### src/rtl/jtframe_vtgen.sv
// jtframe_vtgen: video timing generator (raster counters, blanking, syncs, field)
// Define JTFRAME_VTGEN_INTERLACE_EN for interlaced fields with a half-line vsync shift.
module jtframe_vtgen #(
    parameter int CNTW     = 10,
    parameter int HTOTAL   = 400,
    parameter int HB_START = 320,
    parameter int HB_END   = 0,
    parameter int HS_START = 336,
    parameter int HS_END   = 368,
    parameter int VTOTAL   = 262,
    parameter int VB_START = 240,
    parameter int VB_END   = 0,
    parameter int VS_START = 244,
    parameter int VS_END   = 247
)(
    input  logic            clk,
    input  logic            rst_n,
    input  logic            pxl_cen,
    input  logic            interlace,
    output logic [CNTW-1:0] hcnt,
    output logic [CNTW-1:0] vcnt,
    output logic            LHBL,
    output logic            LVBL,
    output logic            hs,
    output logic            vs,
    output logic            field,
    output logic            frame_start
);
    localparam logic [CNTW-1:0] H_LAST  = CNTW'(HTOTAL - 1);
    localparam logic [CNTW-1:0] V_LAST0 = CNTW'(VTOTAL - 1);
    localparam logic [CNTW-1:0] V_LAST1 = CNTW'(VTOTAL);
    localparam logic [CNTW-1:0] VSH0    = CNTW'(HS_START);
    localparam logic [CNTW-1:0] VSH1    = CNTW'((HS_START + HTOTAL / 2) % HTOTAL);
    localparam logic [CNTW-1:0] VS_S    = CNTW'(VS_START);
    localparam logic [CNTW-1:0] VS_E    = CNTW'(VS_END);

    logic            lace, h_end, v_wrap, f_nxt;
    logic [CNTW-1:0] h_nxt, v_nxt, vlast, vsh;

    // lo <= x < hi as one modular compare, so a zero lower bound needs no special case
    function automatic logic in_rng(input logic [CNTW-1:0] x, input int lo, input int hi);
        return CNTW'(x - CNTW'(lo)) < CNTW'(hi - lo);
    endfunction

    always_comb begin
        h_end  = hcnt == H_LAST;
        vlast  = field && lace ? V_LAST1 : V_LAST0;
        v_wrap = h_end && vcnt == vlast;
        h_nxt  = h_end ? '0 : hcnt + 1'b1;
        v_nxt  = v_wrap ? '0 : h_end ? vcnt + 1'b1 : vcnt;
        f_nxt  = v_wrap ? lace && !field : field;
        vsh    = f_nxt ? VSH1 : VSH0;
    end

`ifdef JTFRAME_VTGEN_INTERLACE_EN
    always_ff @(posedge clk or negedge rst_n) begin
        if (!rst_n) lace <= 1'b0;
        else if (pxl_cen && v_wrap) lace <= interlace;
    end
`else
    logic unused_interlace;
    assign lace             = 1'b0;
    assign unused_interlace = interlace;
`endif

    // every output is computed from the next position so it lines up with hcnt/vcnt
    always_ff @(posedge clk or negedge rst_n) begin
        if (!rst_n) begin
            hcnt        <= '0;
            vcnt        <= '0;
            LHBL        <= 1'b0;
            LVBL        <= 1'b0;
            hs          <= 1'b0;
            vs          <= 1'b0;
            field       <= 1'b0;
            frame_start <= 1'b0;
        end else begin
            frame_start <= 1'b0;
            if (pxl_cen) begin
                hcnt        <= h_nxt;
                vcnt        <= v_nxt;
                field       <= f_nxt;
                LHBL        <= in_rng(h_nxt, HB_END, HB_START);
                LVBL        <= in_rng(v_nxt, VB_END, VB_START);
                hs          <= in_rng(h_nxt, HS_START, HS_END);
                vs          <= {v_nxt, h_nxt} >= {VS_S, vsh} && {v_nxt, h_nxt} < {VS_E, vsh};
                frame_start <= h_nxt == '0 && v_nxt == '0;
            end
        end
    end
endmodule

### config.mk
export PLATFORM = sky130hd
export DESIGN_NAME = jtframe_vtgen
export DESIGN_NICKNAME = d
export VERILOG_FILES = /design/src/rtl/jtframe_vtgen.sv
export SDC_FILE = /design/constraint.sdc
export NUM_CORES = 1
export LEC_CHECK = 0
export CAP_MARGIN = 20
export CORE_ASPECT_RATIO = 1.25
export CORE_UTILIZATION = 35
export DETAILED_ROUTE_END_ITERATION = 8
export DONT_BUFFER_PORTS = 1
export MAX_ROUTING_LAYER = met4
export PLACE_DENSITY = 0.59
export SYNTH_ARGS = -nofsm -noshare
export SYNTH_HDL_FRONTEND = slang
export SYNTH_SLANG_ARGS = --single-unit
### constraint.sdc
create_clock -name clk -period 5.7 [get_ports clk]
set_clock_uncertainty 0.1 [all_clocks]
set_input_delay 0.855 -clock clk [delete_from_list [all_inputs] [get_ports clk]]
set_output_delay 0.855 -clock clk [all_outputs]
set_load 0.005 [all_outputs]
# Word-level counts from Yosys, hierarchy flattened
# Index checks and enable logic that the tools add are counted.
# Widths: inputs -> output; s select.
# totals
memories	0
latchBits	0
ramBits	0
romBits	0
output_inout_bits	26
inputBits	4
wordCells	29
ff_bits	26
# classes
n_eq_ne	2
div_mod_pow	0
order_cmp	5
n_mul	0
reduce_logical	5
add_sub_neg	3
bitwise	0
shifts	0
mux	6
# op_table
operator	n
$mux 10	3
$add 10x1->10 const B	2
$eq 10x9->1 const B	2
$ge 20x18->1	1
$logic_not 10->1	2
$lt 20x18->1	1
$lt 10x6->1 const B	1
$lt 10x8->1 const B	1
$lt 10x9->1 const B	1
$sub 10x9->10 const B	1
$mux 9	1
$logic_and 1x1->1	3
$mux 1	2

# Longest topological paths before layout
# depth
depth_word	6
ltp_mapped	13

# Worst setup path after synthesis
# OpenSTA, ideal clock, no wires.
# synth_timing
path_kind	register to register
startpoint	register hcnt[4]
endpoint	register vs
path_slack_ps	2549
synth_period_minus_slack_ps	3151
stages_incl_launch_ff	14
t_arrival_ps	2959
t_required_ps	5508
setup_ps	92
path_cell_list	dfrtp_1 > buf_6 > or4b_4 > nor3_2 > buf_2 > nand2_1 > nand2_1 > inv_1 > ha_1 > or2_2 > o311a_1 > o31ai_1 > a21oi_1 > o31ai_2
# synth_between
elab_chain_len	6
elab_cells_between_ends	11
# synth_rtl
element	line	text
start: declaration	20	output logic [CNTW-1:0] hcnt,
start signal: assignment	80	hcnt <= h_nxt;
$eq 10x9->1 (*)	46	h_end = hcnt == H_LAST;
$logic_and 1x1->1 (*)	48	v_wrap = h_end && vcnt == vlast;
$mux 1 (*)	51	f_nxt = v_wrap ? lace && !field : field;
named net f_nxt	37	logic lace, h_end, v_wrap, f_nxt;
$mux 9 (*)	52	vsh = f_nxt ? VSH1 : VSH0;
$ge 20x18->1 or $lt 20x18->1 (tied branches)	86	vs <= {v_nxt, h_nxt} >= {VS_S, vsh} && {v_nxt, h_nxt} < {VS_E, vsh};
$logic_and 1x1->1 (*)	86	
end signal: assignment	86	
end: declaration	25	output logic vs,
# The timed path passes the listed nets; every way through them passes the cells marked *.
# A chain may end at the register's enable or synchronous reset.

# Worst setup path after layout
# layout_timing
startpoint	register vcnt[3]
endpoint	register vs
# layout_between
elab_chain_len	6
elab_cells_between_ends	10
# layout_rtl
element	line	text
start: declaration	21	output logic [CNTW-1:0] vcnt,
start signal: assignment	81	vcnt <= v_nxt;
$eq 10x9->1 (*)	48	
$logic_and 1x1->1 (*)	48	
$mux 1 (*)	51	
named net f_nxt	37	
$mux 9 (*)	52	
$ge 20x18->1 or $lt 20x18->1 (tied branches)	86	
$logic_and 1x1->1 (*)	86	
# Marks and branches as above.

==> summary.md <==
| Metric | Value |
|---|---|
| Status | finished, final reports clean |
| Fill count | 558 |
| Post-synth EDFFs | 0 |
| H-tree depth | 1 |
| Vias/cell | 5.847 |
| Post-Layout Cell Count | 295 |
| Seq/Total Area, Yosys | 32.12% |
| Clock Sinks | 26 |
| Final setup viols | 0 |
| Final Hold Fails | 0 |
| Postcts setup bufs | 0 |
| Unrepaired setup endpoints after global routing | false |
| Most frequent cells in the layout | dfrtp_1, nand2_1, nor2_1 |
| Startpoint types | flip-flop |
| DR DRC count | 0 |
| Top cell type by total area after synthesis | dfrtp_1 |
| Post-DRT Antenna Nets | 0 |
| Number of max-cap violations | 0 |
| Post-synthesis cell count | 240 |
| Mapped Nets | 255 |
| GR Overflow Total | 0 |
| Ys async rst share | 100.0% |
| Vias | 1725 |
| Fin area | 2121 um^2 |
| Post-CTS sizing | 0 |
| Area of the multi-input gates | 1277 um^2 |
| WP data arrival | 3300 ps |
| Final total power | 664.8 uW |
| IO Pins | 30 |
| Routed WL per cell | 17.09 um |
| First-pass GRT wire length | 8569 um |
| CTS clock-pin slew for the worst setup and hold paths | 100 ps |
| Ys flop type | dfrtp_1 |
| Crit end category | flip-flop |
| F_max | 311.4 MHz |
| Avg Cell Area, Syn | 8.440 um^2 |
| Mapped cell area | 2026 um^2 |
| Tcrit/Tclk final | 56.33% |
| Sequential standard cell area | 650.6 um^2 |
| TritonCTS clock tree | done |
| Clock Path Buffers | 2 |
| Fin crit period | 3211 ps |
| CP required | 5790 ps |
| YS warnings | 0 |
| VDD IR max | 138.1 uV |
| Chip width | 70.05 um |
| Global-route total usage across every layer | 18.07% |
| Final RePlAce weighted congestion | 0.8520 |
| Post-Place Cells | 291 |
| Reg2reg start | vcnt[3] |
| DIE HEIGHT | 87.06 um |
| Yosys top cell area share | 32.12% |
| R2R Setup Slk | 2490 ps |
| Reg2Reg Depth | 11 |
| Max Slew Vio Count | 0 |
| Die ar. | 6098 um^2 |
| Initial antenna violation count | 0 |
| Ant diodes | 0 |
| Number of synthesized register bits | 26 |
| Final WL | 5043 um |
| Reg2reg end | vs |
| DP Area | 2049 um^2 |
| IO Port Bufs | 0 |
| Leak pwr | 0.8550 nW |
| Crit Path Max Fanout | 11 |
| Total Nets Final | 247 |
| Num CTS Buffers | 3 |
| Number of global-route vias before repair | 1696 |
| Clock Latency Late Sink | 270 ps |
| Worst slew margin | 67.41% |
| Drt pass-1 iters | 4 |
| FP Rows | 30 |
| Total core area | 5518 um^2 |
| Pwr dens | 313.5 nW/um^2 |
| Layout cells sized above 1 | 8.225% |
| Tightest Pin Transition | 476.5 ps |
| Initial Util | 36.71% |
| Setup Crit Path Kind | flip-flop to flip-flop |
| Post-DP HPWL | 3726 um |
| # hold bufs at CTS | 0 |
| Area Growth Syn to Fin | 4.694% |
| Largest cells by area after synthesis | dfrtp_1, ha_1, nand2_1 |
| Root buf cell | clkbuf_8 |
| Post-synth cell types | 55 |
| Initial drt markers | 131 |
| Largest net degree at the start of global routing | 27 |
| HP Class | input pin to async pin |
| Setup TNS | 0 ps |
==> cells in the mapped netlist, types with 6 or more instances <==
library cell	count
o21ai_0	11
inv_1	9
nor3_1	7
dfrtp_1	26
ha_1	11
nand4_1	6
nor4_1	6
xor2_1	8
or3_1	6
clkbuf_1	10
nand2_1	26
nand3_1	13
nor2_1	22
o31ai_1	6
xnor2_1	9
a21oi_1	8
==> routing by layer <==
layer | routed length, um | vias up | GRT usage (%)
met2 | 2519 | 32 | 30.77
met3 | 146 | 4 | 2.315
met1 | 2335 | 830 | 22.81
met4 | 42 | 0 | 4.364
met5 | 0 | - | -
li1 | - | 859 | -
==> final cells by class <==
type,count,area share [%]
Sequential cell,26,30.68
Clock inverter,1,1.416
Tap cell,64,3.776
Inverter,9,1.593
Clock buffer,3,1.947
Timing Repair Buffer,1,0.3540
Multi-Input combinational cell,191,60.24
==> cells by family (layout without fill, tap and decap cells) <==
| kind of cell | count (synthesis) | after routing | synth area share, % |
|---|---|---|---|
| xor+xnor | 17 | 17 | 7.351 |
| compound gates | 49 | 49 | 17.79 |
| fa+ha+maj | 11 | 11 | 6.794 |
| flops | 26 | 26 | 32.12 |
| buf+inv | 23 | 14 | 4.818 |
| mux | 4 | 4 | 2.162 |
| simple gates | 110 | 110 | 28.97 |
==> power breakdown <==
part	switching, mW	internal [mW]	total (mW)
clock	0.0621	0.0940	0.156
combinational	0.124	0.0960	0.220
sequential	0.0733	0.216	0.289
total	0.259	0.406	0.665
==> worst max-delay path, cell delays in order, from the launching register on <==
cell and delay (ps):
dfrtp_1 530, nor4_1 310, and4_1 450, nand2_1 140
nand2_1 110, inv_1 100, ha_1 220, or2_2 290
o311a_1 280, o31ai_1 230, a21oi_1 120, o31ai_2 230
==> state kept, by name, summed over array words and instances (netlist names) <==
signal and count:
hs 1, LHBL 1, field 1, vcnt 10, frame_start 1, hcnt 10
LVBL 1, vs 1
==> through the flow <==
| step | setup WS (ps) | hold WS (ps) | utilization (%) |
|---|---|---|---|
| global route | 2247 | 141.2 | 38.44 |
| finish | 2489 | 162.4 | 38.44 |
| floorplan | 2549 | 375.2 | - |
| detailed placement | 2536 | 415.7 | 37.14 |
| CTS | 2499 | 150.4 | 38.44 |
| global placement | 2493 | 409.8 | 37.14 |
==> worst max-delay path by stage <==
stage	depth (start not counted)	endpoint	start
final	11	vs	vcnt[3]
after detailed placement	11	vs	vcnt[3]
after CTS	11	vs	vcnt[3]
after global placement	11	vs	vcnt[3]
after floorplan	13	vs	hcnt[4]
after global routing	11	vs	vcnt[3]
Power figures use the tool's default switching activity.
